<file path="config.mk">
export PLATFORM = sky130hd
export DESIGN_NAME = vermibus_timer_flat
export DESIGN_NICKNAME = d
export VERILOG_FILES = /design/src/rtl/vermibus_timer_pkg.sv /design/src/rtl/vermibus_timer_if.sv /design/src/rtl/vermibus_timer_tick.sv /design/src/rtl/vermibus_timer.sv /design/src/flat_wrapper.sv
export SDC_FILE = /design/constraint.sdc
export NUM_CORES = 1
export LEC_CHECK = 0
export ABC_AREA = 1
export BUFFER_PORTS_ARGS = -buffer_cell sky130_fd_sc_hd__buf_2
export CORE_UTILIZATION = 50
export CTS_CLUSTER_DIAMETER = 50
export DETAILED_ROUTE_END_ITERATION = 8
export GPL_TIMING_DRIVEN = 0
export PLACE_DENSITY_LB_ADDON = 0.1
export SYNTH_ARGS = -nofsm -noshare
export SYNTH_HDL_FRONTEND = slang
export SYNTH_SLANG_ARGS = --single-unit
</file>
<file path="constraint.sdc">
create_clock -name clk -period 1.9 [get_ports clk]
set_input_delay 0 -clock clk [delete_from_list [all_inputs] [get_ports clk]]
set_output_delay 0 -clock clk [all_outputs]
set_load 0.05 [all_outputs]
</file>
<file path="src/rtl/vermibus_timer_pkg.sv">
// rtl/vermibus_timer_pkg.sv - shared types, register map and bus byte helpers for vermibus_timer
package vermibus_timer_pkg;

    typedef logic [31:0] word_t;
    typedef logic [3:0]  wstrobe_t;
    typedef logic [2:0]  reg_idx_t;

    localparam reg_idx_t TIMER_CONTROL  = 3'd0;
    localparam reg_idx_t TIMER_LIMIT    = 3'd1;
    localparam reg_idx_t TIMER_COUNT    = 3'd2;
    localparam reg_idx_t TIMER_STATUS   = 3'd3;
    localparam reg_idx_t TIMER_PRESCALE = 3'd4;

    localparam int CTRL_ENABLE      = 0;
    localparam int CTRL_AUTO_RELOAD = 1;
    localparam int CTRL_IRQ_EN      = 2;

    localparam word_t CTRL_MASK   = 32'h0000_0007;
    localparam word_t STATUS_MASK = 32'h0000_0001;

    typedef enum logic {
        IDLE,
        ACK
    } resp_state_e;

    function automatic word_t byte_merge(input word_t old_w, input word_t new_w, input wstrobe_t strb);
        word_t r;
        r = old_w;
        for (int b = 0; b < 4; b++) begin
            if (strb[b]) r[8*b +: 8] = new_w[8*b +: 8];
        end
        return r;
    endfunction

    // Write-1-to-clear restricted to the strobed byte lanes.
    function automatic word_t byte_clear(input word_t old_w, input word_t clr_w, input wstrobe_t strb);
        word_t r;
        r = old_w;
        for (int b = 0; b < 4; b++) begin
            if (strb[b]) r[8*b +: 8] = old_w[8*b +: 8] & ~clr_w[8*b +: 8];
        end
        return r;
    endfunction

endpackage

</file>
<file path="src/rtl/vermibus_timer_if.sv">
// rtl/vermibus_timer_if.sv - Vermibus request/response bus with master and slave modports
interface vermibus_timer_if
    import vermibus_timer_pkg::*;
();
    logic     valid;
    word_t    address;
    wstrobe_t wstrobe;
    word_t    wdata;
    logic     ready;
    word_t    rdata;
    logic     irq;

    modport master (
        output valid, address, wstrobe, wdata,
        input  ready, rdata, irq
    );

    modport slave (
        input  valid, address, wstrobe, wdata,
        output ready, rdata, irq
    );
endinterface

</file>
<file path="src/rtl/vermibus_timer_tick.sv">
// rtl/vermibus_timer_tick.sv - prescaler tick generator, built only with VERMIBUS_TIMER_PRESCALER_EN
`ifdef VERMIBUS_TIMER_PRESCALER_EN
module vermibus_timer_tick
    import vermibus_timer_pkg::*;
(
    input  logic  clk,
    input  logic  reset,
    input  logic  enable_i,
    input  word_t prescale_i,
    input  logic  prescale_wr_i,
    output logic  tick_o
);

    word_t pcnt_q, pcnt_d;

    assign tick_o = enable_i && (pcnt_q == prescale_i);

    always_comb begin
        pcnt_d = pcnt_q + 32'd1;
        if (!enable_i || prescale_wr_i || tick_o) pcnt_d = '0;
    end

    always_ff @(posedge clk or negedge reset) begin
        if (!reset) pcnt_q <= '0;
        else        pcnt_q <= pcnt_d;
    end

endmodule
`endif

</file>
<file path="src/rtl/vermibus_timer.sv">
// rtl/vermibus_timer.sv - memory-mapped up-counting timer with one-wait-state Vermibus response
// Optional PRESCALE register and prescaler enabled by defining VERMIBUS_TIMER_PRESCALER_EN.
module vermibus_timer
    import vermibus_timer_pkg::*;
#(
    parameter word_t RESET_LIMIT = 32'hFFFF_FFFF,
    parameter int    ADDR_LSB    = 2
) (
    input  logic clk,
    input  logic reset,
    vermibus_timer_if.slave bus
);

    resp_state_e state_q, state_d;
    logic        ready_q, ready_d;
    word_t       rdata_q, rdata_d;
    word_t       ctrl_q, ctrl_d;
    word_t       limit_q, limit_d;
    word_t       count_q, count_d;
    word_t       status_q, status_d;
    logic        irq_q, irq_d;
    word_t       rd_word;
    reg_idx_t    idx;
    logic        wr_en;
    logic        tick;
    logic        terminal;

    assign idx      = bus.address[ADDR_LSB+2:ADDR_LSB];
    assign wr_en    = (state_q == IDLE) && bus.valid && (bus.wstrobe != '0);
    assign terminal = tick && (count_q == limit_q);

`ifdef VERMIBUS_TIMER_PRESCALER_EN
    word_t prescale_q, prescale_d;
    logic  prescale_wr;

    assign prescale_wr = wr_en && (idx == TIMER_PRESCALE);

    always_comb begin
        prescale_d = prescale_q;
        if (prescale_wr) prescale_d = byte_merge(prescale_q, bus.wdata, bus.wstrobe);
    end

    always_ff @(posedge clk or negedge reset) begin
        if (!reset) prescale_q <= '0;
        else        prescale_q <= prescale_d;
    end

    vermibus_timer_tick u_tick (
        .clk           (clk),
        .reset         (reset),
        .enable_i      (ctrl_q[CTRL_ENABLE]),
        .prescale_i    (prescale_q),
        .prescale_wr_i (prescale_wr),
        .tick_o        (tick)
    );
`else
    assign tick = ctrl_q[CTRL_ENABLE];
`endif

    always_comb begin
        rd_word = '0;
        case (idx)
            TIMER_CONTROL:  rd_word = ctrl_q;
            TIMER_LIMIT:    rd_word = limit_q;
            TIMER_COUNT:    rd_word = count_q;
            TIMER_STATUS:   rd_word = status_q;
`ifdef VERMIBUS_TIMER_PRESCALER_EN
            TIMER_PRESCALE: rd_word = prescale_q;
`endif
            default:        rd_word = '0;
        endcase
    end

    // Counter effects are computed first so a same-cycle bus write overrides them.
    always_comb begin
        state_d  = state_q;
        ready_d  = 1'b0;
        rdata_d  = rdata_q;
        ctrl_d   = ctrl_q;
        limit_d  = limit_q;
        count_d  = count_q;
        status_d = status_q;
        irq_d    = status_q[0] & ctrl_q[CTRL_IRQ_EN];

        if (tick) begin
            if (terminal) begin
                count_d = '0;
                if (!ctrl_q[CTRL_AUTO_RELOAD]) ctrl_d[CTRL_ENABLE] = 1'b0;
            end else begin
                count_d = count_q + 32'd1;
            end
        end

        case (state_q)
            IDLE: begin
                if (bus.valid) begin
                    state_d = ACK;
                    ready_d = 1'b1;
                    if (bus.wstrobe != '0) begin
                        case (idx)
                            TIMER_CONTROL: ctrl_d   = byte_merge(ctrl_d, bus.wdata, bus.wstrobe) & CTRL_MASK;
                            TIMER_LIMIT:   limit_d  = byte_merge(limit_q, bus.wdata, bus.wstrobe);
                            TIMER_COUNT:   count_d  = byte_merge(count_d, bus.wdata, bus.wstrobe);
                            TIMER_STATUS:  status_d = byte_clear(status_q, bus.wdata, bus.wstrobe) & STATUS_MASK;
                            default:       ;
                        endcase
                    end else begin
                        rdata_d = rd_word;
                    end
                end
            end
            ACK:     state_d = IDLE;
            default: state_d = IDLE;
        endcase

        // A terminal tick beats a same-cycle status clear.
        if (terminal) status_d = status_d | STATUS_MASK;
    end

    always_ff @(posedge clk or negedge reset) begin
        if (!reset) begin
            state_q  <= IDLE;
            ready_q  <= 1'b0;
            rdata_q  <= '0;
            ctrl_q   <= '0;
            limit_q  <= RESET_LIMIT;
            count_q  <= '0;
            status_q <= '0;
            irq_q    <= 1'b0;
        end else begin
            state_q  <= state_d;
            ready_q  <= ready_d;
            rdata_q  <= rdata_d;
            ctrl_q   <= ctrl_d;
            limit_q  <= limit_d;
            count_q  <= count_d;
            status_q <= status_d;
            irq_q    <= irq_d;
        end
    end

    assign bus.ready = ready_q;
    assign bus.rdata = rdata_q;
    assign bus.irq   = irq_q;

endmodule
</file>
<file path="src/flat_wrapper.sv">
// flat-port wrapper written by rule: the top's interface ports become plain ports
module vermibus_timer_flat import vermibus_timer_pkg::*;
#(
    parameter word_t RESET_LIMIT = 32'hFFFF_FFFF,
    parameter int    ADDR_LSB    = 2
)
  (clk, reset, bus_valid, bus_address, bus_wstrobe, bus_wdata, bus_ready, bus_rdata, bus_irq);
  vermibus_timer_if bus_i ();
  input  logic clk;
  input  logic reset;
  input wire logic [$bits(bus_i.valid)-1:0] bus_valid;
  input wire logic [$bits(bus_i.address)-1:0] bus_address;
  input wire logic [$bits(bus_i.wstrobe)-1:0] bus_wstrobe;
  input wire logic [$bits(bus_i.wdata)-1:0] bus_wdata;
  output wire logic [$bits(bus_i.ready)-1:0] bus_ready;
  output wire logic [$bits(bus_i.rdata)-1:0] bus_rdata;
  output wire logic [$bits(bus_i.irq)-1:0] bus_irq;
  assign bus_i.valid = bus_valid;
  assign bus_i.address = bus_address;
  assign bus_i.wstrobe = bus_wstrobe;
  assign bus_i.wdata = bus_wdata;
  assign bus_ready = bus_i.ready;
  assign bus_rdata = bus_i.rdata;
  assign bus_irq = bus_i.irq;
  vermibus_timer #(.RESET_LIMIT(RESET_LIMIT), .ADDR_LSB(ADDR_LSB)) u_core (.clk(clk), .reset(reset), .bus(bus_i));
endmodule
</file>
==> flow_summary.json <==
{
  "crit_slowest_cell": "dfrtp_1",
  "crit_buf_inv": 2,
  "grt_pass1_wl_mm": 30.9,
  "switching_share": 0.388,
  "hpwl_mm": 14.3,
  "final_common_cell": "nand2_1",
  "worstReg2RegStart": "u_core.count_q[20]$_DFF_PN0_",
  "post-route-drc-count": 0,
  "peakVddDrop_uv": 673,
  "status": "finished clean",
  "port_buffers": 75,
  "syn_avg_cell_area_sq_um": 7.20,
  "antenna_cells": 0,
  "final_cell_mix": "nand2_1 (294), inv_1 (88), buf_2 (82)",
  "place_ws_ns": -0.0494,
  "min_to": "u_core.ctrl_q[2]$_DFFE_PN0P_",
  "overflow": 0,
  "leakagePower_uw": 0.00384,
  "clkTransAtPathRegs_ns": 0.07,
  "startpoint_type": "flip-flop",
  "postSynthNetCount": 919,
  "yosys.cell_types.count": 36,
  "vias": 6133,
  "die_x_microns": 112,
  "whs_path_depth": 4,
  "arrival_ns": 2.10,
  "timing.final.ws_setup_ns": 0.0493,
  "async_flop_share": 1.00,
  "cts_tree": "done",
  "period_share": 0.974,
  "grt_max_degree": 59,
  "synth_edf_count": 0,
  "dieArea_sq_um": 12600,
  "syn-cell-area_sq_um": 6100,
  "cpMostUsedCell": "nand2_1",
  "yosysTopAreaCell": "dfrtp_1",
  "tightest_slew_ns": 0.600,
  "via_per_inst": 5.47,
  "crit_chain": "xnor2_1 -> nand2_1 -> nor2_1 -> nand2_1 -> nor2_1 -> nand3_2 -> buf_6 -> buf_6 -> nand4_1 -> nand2_1",
  "antenna_found_initial": 0,
  "post_drt_wl_per_cell_microns": 17.1,
  "place_congestion": 0.980,
  "synthToLayoutAreaGrowth_pct": 22.8,
  "syn_inst": 847,
  "cts_inserted_buffers": 9,
  "maxCapViolations": 0,
  "clock_latency_ns": 0.36,
  "slew_headroom": 0.600,
  "crit_family": "simple AND/OR/NAND/NOR gates",
  "grt.total_usage": 0.322,
  "pwr-share-comb": 0.314,
  "synth_top_flop_cell": "dfrtp_1",
  "grt_setup_unrepaired": "yes",
  "r2r_end": "u_core.count_q[28]$_DFF_PN0_",
  "endpoint_kind": "flip-flop",
  "core_sq_um": 11700,
  "cp.required_ns": 2.15,
  "postRouteAntennaNets": 0,
  "p_sw_uw": 2990,
  "seqPwrFrac": 0.418,
  "yosys-top-cells-area": "dfrtp_1 (29%), nand2_1 (18%), dfstp_2 (14%)",
  "rr_worst_depth": 10,
  "drtIter0Drc": 516,
  "slowest_delay_ns": 0.44,
  "yosysWarnings": 0,
  "drv_slew": 0,
  "p_int_uw": 4710,
  "synth_seq_area_share": 0.425,
  "initial_core_util": 0.523,
  "hold_viol_final": 0,
  "setup_viol": 0,
  "power_density_nw_per_um2": 1030,
  "holdCritStartpoint": "bus_address[3]",
  "p_clk_frac": 0.268,
  "netlist.area_leader.share": 0.287,
  "fmax_mhz": 540,
  "root_buffer": "clkbuf_16",
  "nNetsFinal": 1046,
  "totalWireLength_mm": 19.2,
  "skew_ns": 0.00796,
  "clk_path_buf_depth": 2,
  "worst-path-max-fanout": 10,
  "fin_tns_setup_ns": 0,
  "h-tree-depth": 3,
  "num_io_pins": 105,
  "num_rows": 39,
  "fill_cells": 1089,
  "fin_crit_ns": 1.85,
  "die_y_microns": 112,
  "crit_type": "flip-flop to flip-flop",
  "clock-sinks": 102,
  "synth-seq-cells": 102,
  "reg2reg_slack_ns": 0.05,
  "drive_gt1_frac": 0.226,
  "grt_pass1_vias": 5928,
  "firstDrtPassIters": 5,
  "crit_start": "u_core.count_q[20]$_DFF_PN0_",
  "hp-class": "primary input to flip-flop"
}
[metal layers]
layer / GRT usage / part of all wire / vias up
li1: - / - / 2965
met1: 0.446 / 0.45 / 2883
met2: 0.511 / 0.46 / 255
met3: 0.0670 / 0.074 / 30
met4: 0.0942 / 0.016 / 0
met5: 0 / 0 / -
[sequential cells by signal (all words and copies together) (netlist names)]
signal,flops
u_core.count_q,32
u_core.bus.rdata,32
u_core.status_q,1
u_core.bus.irq,1
u_core.ctrl_q,3
u_core.limit_q,32
u_core.bus.ready,1
[kinds of logic (layout without fill, tap and decap cells)]
group | after synthesis | after routing | synth area share
buffers and inverters | 132 | 264 | 0.0890
DFF | 102 | 102 | 0.425
muxes | 4 | 4 | 0.00738
adders and majority gates | 1 | 1 | 0.00205
AOI/OAI and AO/OA | 100 | 100 | 0.0901
and+or+nand+nor | 490 | 490 | 0.361
xor gates and xnor gates | 18 | 18 | 0.0258
[worst reg2reg max path, cell delays in order (launching register included)]
cell	delay [ns]
dfrtp_1	0.44
xnor2_1	0.31
nand2_1	0.08
nor2_1	0.18
nand2_1	0.08
nor2_1	0.11
nand3_2	0.10
buf_6	0.15
buf_6	0.15
nand4_1	0.09
nand2_1	0.07
[power groups by stage]
stage | sequential (uW) | clock [uW] | combinational, uW
floorplan | 3340 | 0 | 1420
global placement | 3210 | 0 | 2240
detailed placement | 3210 | 0 | 2270
CTS | 3180 | 2090 | 2350
global route | 3280 | 2180 | 2680
finish | 3220 | 2060 | 2420
[layout make-up]
cell class | instances | area [sq um] | area share
plain buffers | 20 | 129 | 0.0172
clock buffers | 10 | 229 | 0.0306
clock inverters | 6 | 93.8 | 0.0125
inverters | 112 | 423 | 0.0564
multi-input cells | 613 | 3040 | 0.405
flip-flops and latches | 102 | 2590 | 0.346
well taps | 143 | 179 | 0.0239
repair buffers | 116 | 806 | 0.108
[worst max path at each step]
stage | end | depth (start not counted)
floorplan | u_core.bus.rdata[2]$_DFFE_PN0P_ | 7
global placement | u_core.bus.rdata[21]$_DFFE_PN0P_ | 1
detailed placement | u_core.count_q[22]$_DFF_PN0_ | 10
CTS | u_core.count_q[28]$_DFF_PN0_ | 11
global route | u_core.count_q[27]$_DFF_PN0_ | 9
finish | u_core.count_q[28]$_DFF_PN0_ | 10
[cell usage after synthesis (9+ instances only)]
cell type,n
inv_1,89
nand4_1,37
o21ai_0,34
dfrtp_1,70
o22ai_1,24
dfstp_2,32
o21ai_1,12
xor2_1,10
a21oi_1,25
nor3_1,9
nor2_1,75
inv_2,21
nand2_1,299
nand3_1,34
buf_2,9
[through the flow]
step	cells	cell area [sq um]	util	total power [uW]	hold WS [ns]
6_report	1122	7490	0.642	7700	0.0191
3_3_place_gp	1065	6650	0.571	5440	0.219
3_5_place_dp	1066	6680	0.573	5480	0.0442
5_1_grt	1122	7490	0.642	8130	0.0569
2_1_floorplan	847	6100	-	4760	-0.296
4_1_cts	1117	7380	0.633	7630	0.0108
[what timing repair did]
action                                  in CTS  in global routing
hold buffers                                35                  0
gates resized for setup                      4                 25
setup buffers                                0                  5
hold endpoints to repair                    98                  0
endpoints found under the setup margin      12                 64
pin swaps                                    0                  4
Note: power is estimated with default switching activity, not from simulation.
